`src/rtl/inst_sequencer_if.sv`:
```
// Bundles the instruction-offer handshake with the operand, ALU, result and status
// buses of the instruction sequencer. The slave view belongs to the sequencer.
interface inst_sequencer_if;
   logic        in_valid;
   logic [19:0] in_instr;
   logic        in_ready;
   logic        run;
   logic [4:0]  op_addr_a;
   logic [4:0]  op_addr_b;
   logic        op_we;
   logic [2:0]  alu_sel;
   logic [31:0] alu_r;
   logic        alu_zf;
   logic [4:0]  res_addr;
   logic [31:0] res_data;
   logic        res_we;
   logic        busy;
   logic        done;
   logic        zf;
   logic [7:0]  retired;

   modport slave (
      input  in_valid, in_instr, run, alu_r, alu_zf,
      output in_ready, op_addr_a, op_addr_b, op_we, alu_sel,
             res_addr, res_data, res_we, busy, done, zf, retired
   );

   modport master (
      output in_valid, in_instr, run, alu_r, alu_zf,
      input  in_ready, op_addr_a, op_addr_b, op_we, alu_sel,
             res_addr, res_data, res_we, busy, done, zf, retired
   );
endinterface

```
`src/rtl/inst_sequencer.sv`:
```
// Instruction sequencer: a small instruction FIFO feeding an IDLE/FETCH/EXEC/WRITE
// machine that drives operand reads, the ALU select and an optional result write-back.
module inst_sequencer #(
   parameter int DEPTH = 4
) (
   input  logic            clk,
   input  logic            rst,
   inst_sequencer_if.slave bus
);
   localparam int AW = (DEPTH > 1) ? $clog2(DEPTH) : 1;

   typedef enum logic [1:0] {IDLE, FETCH, EXEC, WRITE} state_t;

   logic [19:0]   fifo_mem [DEPTH];
   logic [AW-1:0] wr_ptr_reg;
   logic [AW-1:0] rd_ptr_reg;
   logic [AW:0]   count_reg;
   logic          full;
   logic          empty;
   logic          push;
   logic          pop;

   state_t        state_reg;
   logic [19:0]   ir_reg;
   logic [31:0]   result_reg;
   logic          zf_reg;
   logic          op_we_reg;
   logic          res_we_reg;
   logic          done_reg;
   logic          busy_reg;
   logic [7:0]    retired_reg;

   assign full  = (count_reg == (AW+1)'(DEPTH));
   assign empty = (count_reg == '0);
   // Fullness is judged at the start of the cycle, so a push still fits alongside a pop only when not full.
   assign push  = bus.in_valid && !full;
   assign pop   = (state_reg == FETCH);

   always_ff @(posedge clk) begin
      if (push) begin
         fifo_mem[wr_ptr_reg] <= bus.in_instr;
      end
   end

   always_ff @(posedge clk) begin
      if (rst) begin
         wr_ptr_reg <= '0;
         rd_ptr_reg <= '0;
         count_reg  <= '0;
      end else begin
         if (push) begin
            wr_ptr_reg <= wr_ptr_reg + 1'b1;
         end
         if (pop) begin
            rd_ptr_reg <= rd_ptr_reg + 1'b1;
         end
         case ({push, pop})
            2'b10:   count_reg <= count_reg + 1'b1;
            2'b01:   count_reg <= count_reg - 1'b1;
            default: count_reg <= count_reg;
         endcase
      end
   end

   // Strobes are set one edge ahead so they are registered while their state is current.
   always_ff @(posedge clk) begin
      if (rst) begin
         state_reg   <= IDLE;
         ir_reg      <= '0;
         result_reg  <= '0;
         zf_reg      <= 1'b0;
         op_we_reg   <= 1'b0;
         res_we_reg  <= 1'b0;
         done_reg    <= 1'b0;
         busy_reg    <= 1'b0;
         retired_reg <= '0;
      end else begin
         if (done_reg) begin
            retired_reg <= retired_reg + 8'd1;
         end
         case (state_reg)
            IDLE: begin
               op_we_reg  <= 1'b0;
               res_we_reg <= 1'b0;
               done_reg   <= 1'b0;
               if (bus.run && !empty) begin
                  state_reg <= FETCH;
                  busy_reg  <= 1'b1;
               end else begin
                  busy_reg  <= 1'b0;
               end
            end
            FETCH: begin
               ir_reg     <= fifo_mem[rd_ptr_reg];
               op_we_reg  <= fifo_mem[rd_ptr_reg][19];
               done_reg   <= !fifo_mem[rd_ptr_reg][18];
               res_we_reg <= 1'b0;
               busy_reg   <= 1'b1;
               state_reg  <= EXEC;
            end
            EXEC: begin
               result_reg <= bus.alu_r;
               zf_reg     <= bus.alu_zf;
               op_we_reg  <= 1'b0;
               if (ir_reg[18]) begin
                  state_reg  <= WRITE;
                  res_we_reg <= 1'b1;
                  done_reg   <= 1'b1;
                  busy_reg   <= 1'b1;
               end else begin
                  state_reg  <= IDLE;
                  res_we_reg <= 1'b0;
                  done_reg   <= 1'b0;
                  busy_reg   <= 1'b0;
               end
            end
            default: begin
               state_reg  <= IDLE;
               op_we_reg  <= 1'b0;
               res_we_reg <= 1'b0;
               done_reg   <= 1'b0;
               busy_reg   <= 1'b0;
            end
         endcase
      end
   end

   assign bus.in_ready  = !full;
   assign bus.op_addr_a = ir_reg[14:10];
   assign bus.op_addr_b = ir_reg[9:5];
   assign bus.alu_sel   = ir_reg[17:15];
   assign bus.res_addr  = ir_reg[4:0];
   assign bus.res_data  = result_reg;
   assign bus.op_we     = op_we_reg;
   assign bus.res_we    = res_we_reg;
   assign bus.done      = done_reg;
   assign bus.busy      = busy_reg;
   assign bus.zf        = zf_reg;
   assign bus.retired   = retired_reg;
endmodule

```
`src/flat_wrapper.sv`:
```
// flat-port wrapper written by rule: the top's interface ports become plain ports
module inst_sequencer_flat 
#(
   parameter int DEPTH = 4
)
  (clk, rst, bus_in_valid, bus_in_instr, bus_run, bus_alu_r, bus_alu_zf, bus_in_ready, bus_op_addr_a, bus_op_addr_b, bus_op_we, bus_alu_sel, bus_res_addr, bus_res_data, bus_res_we, bus_busy, bus_done, bus_zf, bus_retired);
  inst_sequencer_if bus_i ();
  input  logic clk;
  input  logic rst;
  input wire logic [$bits(bus_i.in_valid)-1:0] bus_in_valid;
  input wire logic [$bits(bus_i.in_instr)-1:0] bus_in_instr;
  input wire logic [$bits(bus_i.run)-1:0] bus_run;
  input wire logic [$bits(bus_i.alu_r)-1:0] bus_alu_r;
  input wire logic [$bits(bus_i.alu_zf)-1:0] bus_alu_zf;
  output wire logic [$bits(bus_i.in_ready)-1:0] bus_in_ready;
  output wire logic [$bits(bus_i.op_addr_a)-1:0] bus_op_addr_a;
  output wire logic [$bits(bus_i.op_addr_b)-1:0] bus_op_addr_b;
  output wire logic [$bits(bus_i.op_we)-1:0] bus_op_we;
  output wire logic [$bits(bus_i.alu_sel)-1:0] bus_alu_sel;
  output wire logic [$bits(bus_i.res_addr)-1:0] bus_res_addr;
  output wire logic [$bits(bus_i.res_data)-1:0] bus_res_data;
  output wire logic [$bits(bus_i.res_we)-1:0] bus_res_we;
  output wire logic [$bits(bus_i.busy)-1:0] bus_busy;
  output wire logic [$bits(bus_i.done)-1:0] bus_done;
  output wire logic [$bits(bus_i.zf)-1:0] bus_zf;
  output wire logic [$bits(bus_i.retired)-1:0] bus_retired;
  assign bus_i.in_valid = bus_in_valid;
  assign bus_i.in_instr = bus_in_instr;
  assign bus_i.run = bus_run;
  assign bus_i.alu_r = bus_alu_r;
  assign bus_i.alu_zf = bus_alu_zf;
  assign bus_in_ready = bus_i.in_ready;
  assign bus_op_addr_a = bus_i.op_addr_a;
  assign bus_op_addr_b = bus_i.op_addr_b;
  assign bus_op_we = bus_i.op_we;
  assign bus_alu_sel = bus_i.alu_sel;
  assign bus_res_addr = bus_i.res_addr;
  assign bus_res_data = bus_i.res_data;
  assign bus_res_we = bus_i.res_we;
  assign bus_busy = bus_i.busy;
  assign bus_done = bus_i.done;
  assign bus_zf = bus_i.zf;
  assign bus_retired = bus_i.retired;
  inst_sequencer #(.DEPTH(DEPTH)) u_core (.clk(clk), .rst(rst), .bus(bus_i));
endmodule
```
`config.mk`:
```
export PLATFORM = sky130hd
export DESIGN_NAME = inst_sequencer_flat
export DESIGN_NICKNAME = d
export VERILOG_FILES = /design/src/rtl/inst_sequencer_if.sv /design/src/rtl/inst_sequencer.sv /design/src/flat_wrapper.sv
export SDC_FILE = /design/constraint.sdc
export NUM_CORES = 1
export LEC_CHECK = 0
export CORE_ASPECT_RATIO = 0.8
export CORE_MARGIN = 3
export CORE_UTILIZATION = 53
export CTS_BUF_LIST = sky130_fd_sc_hd__clkbuf_4
export DETAILED_ROUTE_END_ITERATION = 7
export PLACE_DENSITY = 0.82
export SYNTH_ARGS = -nofsm -noshare
export SYNTH_HDL_FRONTEND = slang
export SYNTH_SLANG_ARGS = --single-unit
export TNS_END_PERCENT = 50
```
`constraint.sdc`:
```
create_clock -name clk -period 2.8 [get_ports clk]
set_clock_uncertainty 0.05 [all_clocks]
set_input_delay 0.28 -clock clk [delete_from_list [all_inputs] [get_ports clk]]
set_output_delay 0.28 -clock clk [all_outputs]
set_load 0.005 [all_outputs]
```
==> results.txt <==
* Outcome: complete, no violations
- Mean cell area of the mapped netlist: 14.5 um^2
* Crit share post-route: 0.845
- Overall Power: 5.57 mW
- Post-synthesis sequential element count: 155
- Netlist area before placement: 0.00592 mm^2
* Worst skew pair latency: 0.53 ns
- Setup bufs post-CTS: 0
- Worst slew margin: 0.429
* Floorplan die area: 0.0125 mm^2
- Most common cell in the netlist: sky130_fd_sc_hd__edfxtp_1
* Global-route wire length before repair: 18,300 um
- Max FFs per register: 80
* Data arrival at the endpoint of the critical path: 2.76 ns
- Worst supply voltage drop on vdd: 0.629 mV
* Std-Cell Core Area: 0.0106 mm^2
- Vias per inst: 5.29
- Summed over all layers, the global routing overflow is 0.
- The final layout contains 586 nets.
- Number of buffers inserted during clock tree synthesis: 17
- For the final routed database, the setup TNS stands at 0 ns.
* Power density over the cells: 748 mW/mm^2
- Type of origin of the critical path: flop
- TritonRoute pass-1 iters: 4
* Number of max-slew violations in the final report: 0
- Number of hold-slack violations in the final timing report: 0
- Layout Area Growth over Synthesis: 25.7%
- Clock period minus final worst setup slack: 2.37 ns
* Number of distinct library cells after synthesis: 35
- At the pin with the least slew margin, the transition time is 0.856 ns.
* Total routed wirelength: 11,700 um
- In this run the clock root is driven by a sky130_fd_sc_hd__clkbuf_4.
* Die height: 101 um
- In the synthesized netlist, the cells that appear most often are 80 x sky130_fd_sc_hd__edfxtp_1, 75 x sky130_fd_sc_hd__dfxtp_1, 64 x sky130_fd_sc_hd__nor2_1.
- Worst Setup Slack post-DPL: 0.449 ns
- Post-DP HPWL: 8000 um
- Share of cells above drive strength 1: 0.115
- In this run the tool buffered the top-level ports with 120 buffer cells.
- Of the post-synthesis cell area, the dominant cell type holds 0.406.
* Largest area contributor in the netlist: sky130_fd_sc_hd__edfxtp_1
* Number of fillers in the final layout: 724
- TritonCTS built the clock tree.
* Critical Setup Path Class: reg2reg
- For this configuration, the core starts out at a cell density of 0.560.
* Clock transition at path regs: 0.14 ns
* Unrepaired setup endpoints after global routing: no
* Boundary Pins: 121
* Async SR Flop Fraction: 0
- After detailed placement, the design holds a cell count of 639.
- Aggregate global-route resource usage: 0.194
- For this run, the number of standard cells in the final layout without fillers is 672.
- The synthesized design contains 80 enable-type register cells.
* Post-layout worst setup margin: 0.433 ns
* Peak clock frequency supported by timing: 422 MHz
* Routability congestion estimate: 0.811
- Number of gates resized after CTS: 0
- The clock drives 155 sinks.
* Clock Tree Buf Depth: 2
- Yosys warnings: 0
- Setup violations remaining at the end of the flow were counted as 0.
- Horizontal die dimension: 124 um
* Antenna violations before repair: 1
- Number of nets produced by synthesis: 477
- Initial DRC Count: 136
* DR WL/cell: 17.4 um
* Maximum number of pins on one net before global-route repair: 45
- Synthesis handed over a netlist of 409 instances.
- Vias: 3,555
- Synth Flop Type: sky130_fd_sc_hd__edfxtp_1
* Remaining antenna violation count after routing: 0
- For the worst setup path, the data required time is 3.19 ns.
- After floorplanning, the core was divided into 33 placement rows.
- Leakage: 2.52 nW
- Maxcap violations: 0
* Max FO, Critical Path: 10
- Cts hold-fix bufs: 0
- CP endpoint kind: flop
- H-tree Lvls: 4
* Vias in the first global route: 3,674
* Path class of the lowest-slack min-delay path: in2reg
* Part of the Yosys area used for sequential elements: 0.659
- For this run, design rule violations remaining after detail routing come to 0.
* Synth top area cells: sky130_fd_sc_hd__edfxtp_1 41%, sky130_fd_sc_hd__dfxtp_1 25%, sky130_fd_sc_hd__mux2i_1 9.1%
-- kinds of logic after synthesis --
family                   after synthesis  synth area share
adder cells (fa/ha/maj)               11            0.0245
flip-flops                           155             0.659
AO/OA/AOI/OAI                         24            0.0247
multiplexers                          73             0.165
XOR/XNOR                               8            0.0118
AND/OR/NAND/NOR                       90            0.0674
buffers and inverters                 48            0.0473
-- metrics by stage --
step           instance area (um^2)  hold WS [ns]  utilization
3_3_place_gp                   7130         0.421        0.675
5_1_grt                        7440         0.262        0.704
6_report                       7440         0.300        0.704
3_5_place_dp                   7130         0.432        0.675
2_1_floorplan                  5920         0.319            -
4_1_cts                        7440         0.276        0.704
-- final cells by class --
cell class | instances | area (um^2) | area share
Inverter | 8 | 30.0 | 0.00403
Antenna cell | 1 | 2.50 | 0.000336
Tap cell | 140 | 175 | 0.0235
Clock buffer | 19 | 143 | 0.0192
Timing Repair Buffer | 130 | 1280 | 0.172
Sequential cell | 155 | 3900 | 0.524
Clock inverter | 13 | 166 | 0.0224
Multi-Input combinational cell | 206 | 1740 | 0.234
-- metal layers --
layer  global-route usage  share of wire  up-vias
met1                0.223           0.40     1727
met5                    0              0        -
met4               0.0513          0.015        0
li1                     -              -     1675
met2                0.336           0.49      140
met3               0.0797          0.096       13
-- final timing paths --
check	from	to	slack (ns)	cells after the start
max	u_core.count_reg[2]$_SDFFE_PP0P_	u_core.count_reg[2]$_SDFFE_PP0P_	0.43	8
min	rst	u_core.bus.res_data[22]$_SDFFE_PP0N_	0.30	2
max reg2reg	u_core.count_reg[2]$_SDFFE_PP0P_	u_core.count_reg[2]$_SDFFE_PP0P_	0.43	8
min reg2reg	u_core.ir_reg[18]$_SDFFE_PP0P_	u_core.bus.res_we$_SDFF_PP0_	0.45	2
-- power breakdown --
group	switching [mW]	internal, mW
clock network	0.779	0.647
logic	0.572	0.750
registers	0.169	2.65
-- critical path: stages (launching register included) --
cell	delay, ns
sky130_fd_sc_hd__dfxtp_1	0.40
sky130_fd_sc_hd__or3b_1	0.50
sky130_fd_sc_hd__nand2_1	0.12
sky130_fd_sc_hd__ha_1	0.19
sky130_fd_sc_hd__inv_1	0.06
sky130_fd_sc_hd__fa_1	0.37
sky130_fd_sc_hd__xor2_1	0.16
sky130_fd_sc_hd__or3_1	0.30
sky130_fd_sc_hd__a21oi_1	0.15
-- cell usage in the layout (no fill, tap or decap), drive strengths merged, types with 2 or more instances in the layout --
master           n
clkdlybuf4s50  119
nor2            64
xor2             6
inv             11
edfxtp          80
buf             11
nand2            5
mux2i           54
mux4            19
a21oi           10
a211oi           2
bufinv           3
clkbuf          19
o21ai            5
clkinv           5
or3              3
nand3            6
xnor2            2
a21o             3
and3             4
clkinvlp         2
ha              10
nand4            3
dfxtp           75
(Power assumes the default switching activity.)
